===== src/rtl/mod_div_seq.sv =====
// Sequential restoring divider: one quotient bit per clock through a single shared subtractor.
// q/r/div_zero are loaded on the edge that enters DONE and hold until the next result.
module mod_div_seq #(
  parameter int N = 4
) (
  input  logic         clk,
  input  logic         rst_n,
  input  logic         start,
  input  logic [N-1:0] a,
  input  logic [N-1:0] b,
  output logic         busy,
  output logic         done,
  output logic [N-1:0] q,
  output logic [N-1:0] r,
  output logic         div_zero
);
  localparam int CW = $clog2(N);

  typedef enum logic [1:0] {S_IDLE, S_CALC, S_DONE} state_t;

  state_t        r_state, w_state_n;
  logic [CW-1:0] r_cnt;
  logic [N-1:0]  r_dvd, r_dvs, r_q, r_r;
  logic [N:0]    r_rem;
  logic          r_dz;

  logic [N:0]    w_t, w_diff, w_rem_n;
  logic [N-1:0]  w_dvd_n;
  logic          w_ge, w_last;

  // Quotient bits shift into the dividend register's LSB as its MSBs are consumed.
  always_comb begin
    w_t     = (r_rem << 1) | {{N{1'b0}}, r_dvd[N-1]};
    w_ge    = (w_t >= {1'b0, r_dvs});
    w_diff  = w_t - {1'b0, r_dvs};
    w_rem_n = w_ge ? w_diff : w_t;
    w_dvd_n = {r_dvd[N-2:0], w_ge};
    w_last  = (r_cnt == CW'(N-1));
  end

  always_ff @(posedge clk or negedge rst_n) begin
    if (!rst_n) r_state <= S_IDLE;
    else        r_state <= w_state_n;
  end

  always_comb begin
    w_state_n = r_state;
    busy      = 1'b0;
    done      = 1'b0;
    case (r_state)
      S_IDLE: if (start) w_state_n = (b == '0) ? S_DONE : S_CALC;
      S_CALC: begin
        busy = 1'b1;
        if (w_last) w_state_n = S_DONE;
      end
      S_DONE: begin
        busy      = 1'b1;
        done      = 1'b1;
        w_state_n = S_IDLE;
      end
      default: w_state_n = S_IDLE;
    endcase
  end

  always_ff @(posedge clk or negedge rst_n) begin
    if (!rst_n) begin
      r_cnt <= '0;
      r_dvd <= '0;
      r_dvs <= '0;
      r_rem <= '0;
      r_q   <= '0;
      r_r   <= '0;
      r_dz  <= 1'b0;
    end else begin
      case (r_state)
        S_IDLE: if (start) begin
          r_dvd <= a;
          r_dvs <= b;
          r_rem <= '0;
          r_cnt <= '0;
          if (b == '0) begin
            r_q  <= '1;
            r_r  <= a;
            r_dz <= 1'b1;
          end
        end
        S_CALC: begin
          r_rem <= w_rem_n;
          r_dvd <= w_dvd_n;
          r_cnt <= r_cnt + 1'b1;
          if (w_last) begin
            r_q  <= w_dvd_n;
            r_r  <= w_rem_n[N-1:0];
            r_dz <= 1'b0;
          end
        end
        default: ;
      endcase
    end
  end

  assign q        = r_q;
  assign r        = r_r;
  assign div_zero = r_dz;
endmodule

===== config.mk =====
export PLATFORM = sky130hd
export DESIGN_NAME = mod_div_seq
export DESIGN_NICKNAME = d
export VERILOG_FILES = /design/src/rtl/mod_div_seq.sv
export SDC_FILE = /design/constraint.sdc
export NUM_CORES = 1
export LEC_CHECK = 0
export ABC_AREA = 1
export CAP_MARGIN = 15
export CORE_ASPECT_RATIO = 0.9
export CORE_UTILIZATION = 30
export CTS_CLUSTER_DIAMETER = 120
export DETAILED_ROUTE_END_ITERATION = 12
export PLACE_DENSITY_LB_ADDON = 0.05
export SLEW_MARGIN = 20
export SYNTH_ARGS = -nofsm -noshare
export SYNTH_HDL_FRONTEND = slang
export SYNTH_SLANG_ARGS = --single-unit
export TNS_END_PERCENT = 5

===== constraint.sdc =====
create_clock -name clk -period 2.6 [get_ports clk]
set_input_delay 0.39 -clock clk [delete_from_list [all_inputs] [get_ports clk]]
set_output_delay 0.39 -clock clk [all_outputs]
set_load 0.01 [all_outputs]

==> results.py, run 1 <==
metrics = {
    "outcome": {
        "status": "complete, no violations",
    },
    "drt": {
        "post-route-drc-count": 0,
        "ant_nets": 0,
        "via_count": 1168,
        "drt_iter0_markers": 79,
        "routed_via_density": 4.46,
        "drtPass1Iterations": 4,
        "wl_per_cell_um": 11.7,
        "drt_wl_total_um": 3080,
    },
    "setup_path": {
        "worstPathArrival_ns": 2.17,
        "critPathBufInv": 5,
        "cp_max_fo": 17,
        "cpMostUsedCell": "inv_1",
        "crit_path_max_incr_delay_ns": 0.40,
        "path_cells": "inv_1, ha_1, buf_4, inv_1, nor2_1, nor2_4, nand2_4, inv_2, or2_2, nand2_1, inv_1",
        "path_class": "reg2reg",
        "path_delay_family": "simple AND/OR/NAND/NOR gates",
        "required_ns": 2.77,
        "cp_slowest_cell": "dfrtp_1",
        "cp-end-kind": "register",
        "critPathLaunchType": "register",
    },
    "place": {
        "dpl.hpwl_um": 2390,
        "place_area_um2": 1680,
        "port_buffers": 21,
        "routabilityCongestion": 0.844,
        "placed_cells": 258,
        "dp_slack_ns": 0.598,
    },
    "timing": {
        "min_period_ns": 2.00,
        "rsz0062_at_grt": "no",
        "worstMarginPinSlew_ns": 0.315,
        "setup_tns_ns": 0,
        "skew_ns": 0.00286,
        "hold_ws_ns": 0.481,
        "setup_violations": 0,
        "finalHoldViolations": 0,
        "clock.fmax_mhz": 500,
        "finalCritPeriodShare_pct": 76.9,
        "maxSlewViolCount": 0,
        "timing.final.ws_setup_ns": 0.601,
        "maxSlewHeadroom_pct": 78.8,
    },
    "synth": {
        "synth_top_cell_by_area": "dfrtp_1",
        "yosys.area.top_type_share_pct": 44.6,
        "ys_seq_elements": 25,
        "synthXorXnorAreaFrac_pct": 0.624,
        "synth_top_family_by_area": "simple AND/OR/NAND/NOR gates",
        "synthesis.nets": 197,
        "synth_area_leaders": "dfrtp_1 (45%), nand2_1 (14%), inv_1 (7.8%)",
        "synth-compound-area-share_pct": 9.54,
        "synth-simple-area-share_pct": 26.3,
        "netlist_area_um2": 1400,
        "synth_edf_count": 0,
        "synth.avg_cell_area_um2": 7.93,
        "synthCells": 177,
        "synth_ff_type": "dfrtp_1",
        "synthAdderAreaFrac_pct": 8.56,
        "synth_seq_area_share_pct": 44.6,
        "async_flop_share_pct": 100,
        "yosysWarnings": 0,
        "synth_mux_area_share_pct": 0,
        "synth_cell_types": 23,
    },
    "power_and_ir_drop": {
        "ir_worst_vdd_v": 0.000508,
        "p_per_area_nw_per_um2": 1280,
        "p_leak_nw": 0.903,
        "finalPower_mw": 2.21,
    },
    "floorplan": {
        "die_w_um": 74.1,
        "die_h_um": 66.9,
        "core_area_um2": 4460,
        "die-area_um2": 4960,
        "start_util_pct": 31.5,
        "pin_count": 22,
        "rows": 23,
    },
    "cts": {
        "tritoncts": "done",
        "cts_root_buf": "clkbuf_8",
        "hold_buffers": 0,
        "cts.reportedPaths.clkPinSlew_ns": 0.09,
        "cts_made_buffers": 3,
        "cts_setup_buffers": 0,
        "ctsResizeCount": 0,
        "clk_latency_ns": 0.27,
        "cts.path.max_buffers": 2,
        "cts.sinks": 25,
        "cts_max_level": 1,
    },
    "cells_and_area": {
        "nets": 221,
        "fin_util_pct": 38.6,
        "diodes": 0,
        "syn_to_final_growth_pct": 22.6,
        "drive_gt1_share_pct": 5.50,
        "layout.cells.non_filler": 262,
        "stdcell_area_um2": 1720,
    },
    "global_routing": {
        "grt-ovfl-total": 0,
        "use_met3_pct": 3.63,
        "met2_usage_pct": 22.3,
        "grt_pass1_vias": 1119,
        "grt_util_all_layers_pct": 14.7,
        "antenna_found_initial": 0,
        "grt_use_met1_pct": 20.4,
        "grt_max_degree": 26,
        "grt-busiest-layer": "met2",
        "grt_pass1_wl_um": 5360,
    },
    "min_path": {
        "hold_class": "in2async",
    },
    "flow_run": {
        "drv_cap": 0,
    },
}
registers in the layout, summed over array words and instances (netlist names):
signal,flops
q,4
r,4
r_dvd,4
r_dvs,4
r_rem,4
r_cnt,2
r_state,2
div_zero,1
synthesized netlist by cell type (all sizes together), types with 3 or more instances:
master and count:
a31oi 3, nand3 11, dfrtp 25, o21ai 17
or2 4, nor2 10, nand4 5, inv 30
ha 8, nand2 54
layout make-up:
type                    instances  area, µm²
fillers                       476       2740
multi-input cells             117        632
flip-flops and latches         25        626
repair buffers                 23        225
inverters                      31        116
well taps                      62       77.6
clock buffers                   4       45.0
final timing paths:
check | slack, ns | end | start | cells after the start
max | 0.60 | r[0] | r_state[1] | 11
max in group asynchronous | 1.87 | r[1] | rst_n | 2
min in group clk | 0.49 | r_cnt[1] | r_cnt[1] | 2
min | 0.48 | r_dvs[2] | rst_n | 2
max reg2reg | 0.60 | r[0] | r_state[1] | 11
min reg2reg | 0.49 | r_cnt[1] | r_cnt[1] | 2
report_power, final:
part           internal (mW)  leakage (nW)  switching (mW)
Clock                  0.110        0.0228           0.124
Combinational          0.517         0.576           0.788
Sequential             0.567         0.304           0.105
Total                   1.19         0.903            1.02
worst register-to-register path: cells and delay by family (launching register included):
kind                       cells  cell delay, ns
and+or+nand+nor                5            0.74
buffers and inverters          5            0.63
DFF                            1            0.40
adders and majority gates      1            0.14
layout by cell type, fill, tap and decap left out, types with 3 or more instances in the layout:
| cell type | synthesis | layout |
|---|---|---|
| nand2_1 | 52 | 52 |
| inv_1 | 29 | 29 |
| dfrtp_1 | 25 | 25 |
| clkdlybuf4s50_1 | 0 | 21 |
| o21ai_0 | 16 | 16 |
| nand3_1 | 11 | 11 |
| nor2_1 | 9 | 9 |
| ha_1 | 8 | 8 |
| nand4_1 | 5 | 5 |
| a31oi_1 | 3 | 3 |
| or2_1 | 3 | 3 |
| clkbuf_8 | 0 | 3 |
logic make-up after synthesis:
group / after synthesis
XOR/XNOR: 1
flip-flops: 25
buffers and inverters: 35
AND/OR/NAND/NOR: 84
AO/OA/AOI/OAI: 23
adder cells (fa/ha/maj): 9
layer usage:
| metal | routed length, µm | share of wire [%] | vias up |
|---|---|---|---|
| met3 | 93 | 3.0 | 2 |
| met1 | 1580 | 51 | 542 |
| met2 | 1390 | 45 | 17 |
| li1 | - | - | 607 |
| met5 | 0 | 0 | - |
| met4 | 17 | 0.55 | 0 |
Power figures use the tool's default switching activity.
==> run 2: changes to the inputs <==
==> constraint.sdc (replaced) <==
create_clock -name clk -period 1.7 [get_ports clk]
set_input_delay 0.255 -clock clk [delete_from_list [all_inputs] [get_ports clk]]
set_output_delay 0.255 -clock clk [all_outputs]
set_load 0.01 [all_outputs]
==> run 2 against run 1 <==
  * Routed wire length increased by 2.0%
  * Critical path type unchanged
  * Sequential power is 52% higher
  * Worst hold slack got worse by 0.14 ns
  * Via count grew 2.7%
==> results.py, run 2 (same netlist as run 1, synthesis figures left out) <==
metrics = {
    "timing": {
        "finalCritPeriodShare_pct": 94.4,
        "worstMarginPinSlew_ns": 0.333,
        "maxSlewHeadroom_pct": 77.8,
        "skew_ns": 0.00431,
        "maxSlewViolCount": 0,
        "rsz0062_at_grt": "yes",
        "clock.fmax_mhz": 623,
        "setup_violations": 0,
        "hold_ws_ns": 0.342,
        "finalHoldViolations": 0,
        "timing.final.ws_setup_ns": 0.0951,
        "min_period_ns": 1.60,
    },
    "drt": {
        "wl_per_cell_um": 11.4,
        "routed_via_density": 4.36,
        "ant_nets": 0,
        "post-route-drc-count": 0,
        "via_count": 1200,
        "drtPass1Iterations": 4,
        "drt_wl_total_um": 3140,
        "drt_iter0_markers": 49,
    },
    "cells_and_area": {
        "diodes": 0,
        "syn_to_final_growth_pct": 31.5,
        "final_common_cell": "nand2_1",
        "mostFrequentLayoutCells": "nand2_1 (51), inv_1 (28), dfrtp_1 (25)",
        "fin_util_pct": 41.4,
        "drive_gt1_share_pct": 15.0,
        "nets": 234,
        "layout.cells.non_filler": 275,
    },
    "min_path": {
        "hold_class": "in2async",
    },
    "global_routing": {
        "met2_usage_pct": 22.7,
        "antenna_found_initial": 0,
        "grt_pass1_wl_um": 5490,
        "grt-busiest-layer": "met2",
        "grt-ovfl-total": 0,
        "grt_max_degree": 26,
        "grt_pass1_vias": 1195,
        "grt_use_met1_pct": 20.4,
        "use_met3_pct": 2.42,
        "grt_util_all_layers_pct": 14.5,
    },
    "power_and_ir_drop": {
        "p_per_area_nw_per_um2": 2010,
        "p_leak_nw": 0.966,
        "finalPower_mw": 3.71,
        "ir_worst_vdd_v": 0.000646,
    },
    "flow_run": {
        "drv_cap": 0,
    },
    "setup_path": {
        "critPathBufInv": 4,
        "cp_max_fo": 5,
        "crit_path_max_incr_delay_ns": 0.39,
        "cp-end-kind": "register",
        "worstPathArrival_ns": 1.78,
        "path_class": "reg2reg",
        "cpMostUsedCell": "buf_4",
        "required_ns": 1.87,
        "cp_slowest_cell": "dfrtp_1",
        "path_delay_family": "simple AND/OR/NAND/NOR gates",
        "path_cells": "buf_4, ha_2, inv_2, nor2_2, nor2_4, nand2_4, buf_4, nor2_1, nand3_1, nand2_1, inv_1",
        "critPathLaunchType": "register",
    },
    "cts": {
        "cts.reportedPaths.clkPinSlew_ns": 0.09,
        "tritoncts": "done",
        "cts_made_buffers": 3,
        "cts_root_buf": "clkbuf_8",
        "cts_max_level": 1,
        "hold_buffers": 0,
        "cts.sinks": 25,
        "clk_latency_ns": 0.27,
        "cts.path.max_buffers": 2,
    },
    "place": {
        "placed_cells": 269,
        "dp_slack_ns": -0.0249,
        "routabilityCongestion": 0.780,
        "port_buffers": 21,
        "dpl.hpwl_um": 2430,
    },
    "floorplan": {
        "core_area_um2": 4460,
        "die-area_um2": 4960,
        "rows": 23,
        "die_w_um": 74.1,
        "die_h_um": 66.9,
        "start_util_pct": 31.5,
        "pin_count": 22,
    },
    "outcome": {
        "status": "complete, no violations",
    },
}
-- run 2: cell types whose count changed in the layout (fill, tap and decap cells not counted), moves of 2 or more --
cell	delta
dlygate4sd2_1	+2
ha_1	-3
buf_4	+13
nor2_2	+2
nor2_1	-2
ha_2	+2
clkdlybuf4s50_1	-2
-- run 2: final timing paths --
check / to / slack [ns] / startpoint / cells past startpoint
worst max-delay path: r[1] / 0.1 / r_state[0] / 11
worst min-delay path: r_dvs[2] / 0.34 / rst_n / 2
worst max register to register: r[1] / 0.1 / r_state[0] / 11
worst min register to register: r_cnt[1] / 0.48 / r_cnt[1] / 2
max in group asynchronous: r_cnt[0] / 1.10 / rst_n / 2
min in group clk: r_cnt[1] / 0.48 / r_cnt[1] / 2
-- run 2: what timing repair did --
item	CTS	global route
pin swaps	0	1
cloned	0	0
resized for setup	2	8
setup endpoints to repair	3	15
setup buffers	2	0
-- run 2: metrics by stage --
step / area, µm² / TNS [ns]
global route: 1850 / -0.106
global placement: 1760 / 0
detailed placement: 1760 / -0.0408
finish: 1850 / 0
floorplan: 1400 / 0
CTS: 1820 / 0
-- run 2: routing by layer --
layer,part of all wire [%],up-vias
met4,0.76,0
met3,2.3,4
met1,51,554
met2,45,14
li1,-,628
met5,0,-
-- run 2: layout make-up --
type	instances	area [µm²]
multi-input combinational	117	661
clock buffer	4	45.0
sequential	25	626
fill	470	2620
inverter	31	116
timing repair buffer	36	320
tap	62	77.6
-- run 2: power breakdown --
part	total (mW)	internal, mW	switching [mW]
combinational	2.33	1.05	1.29
clock	0.357	0.168	0.190
sequential	1.02	0.867	0.156
total	3.71	2.08	1.63
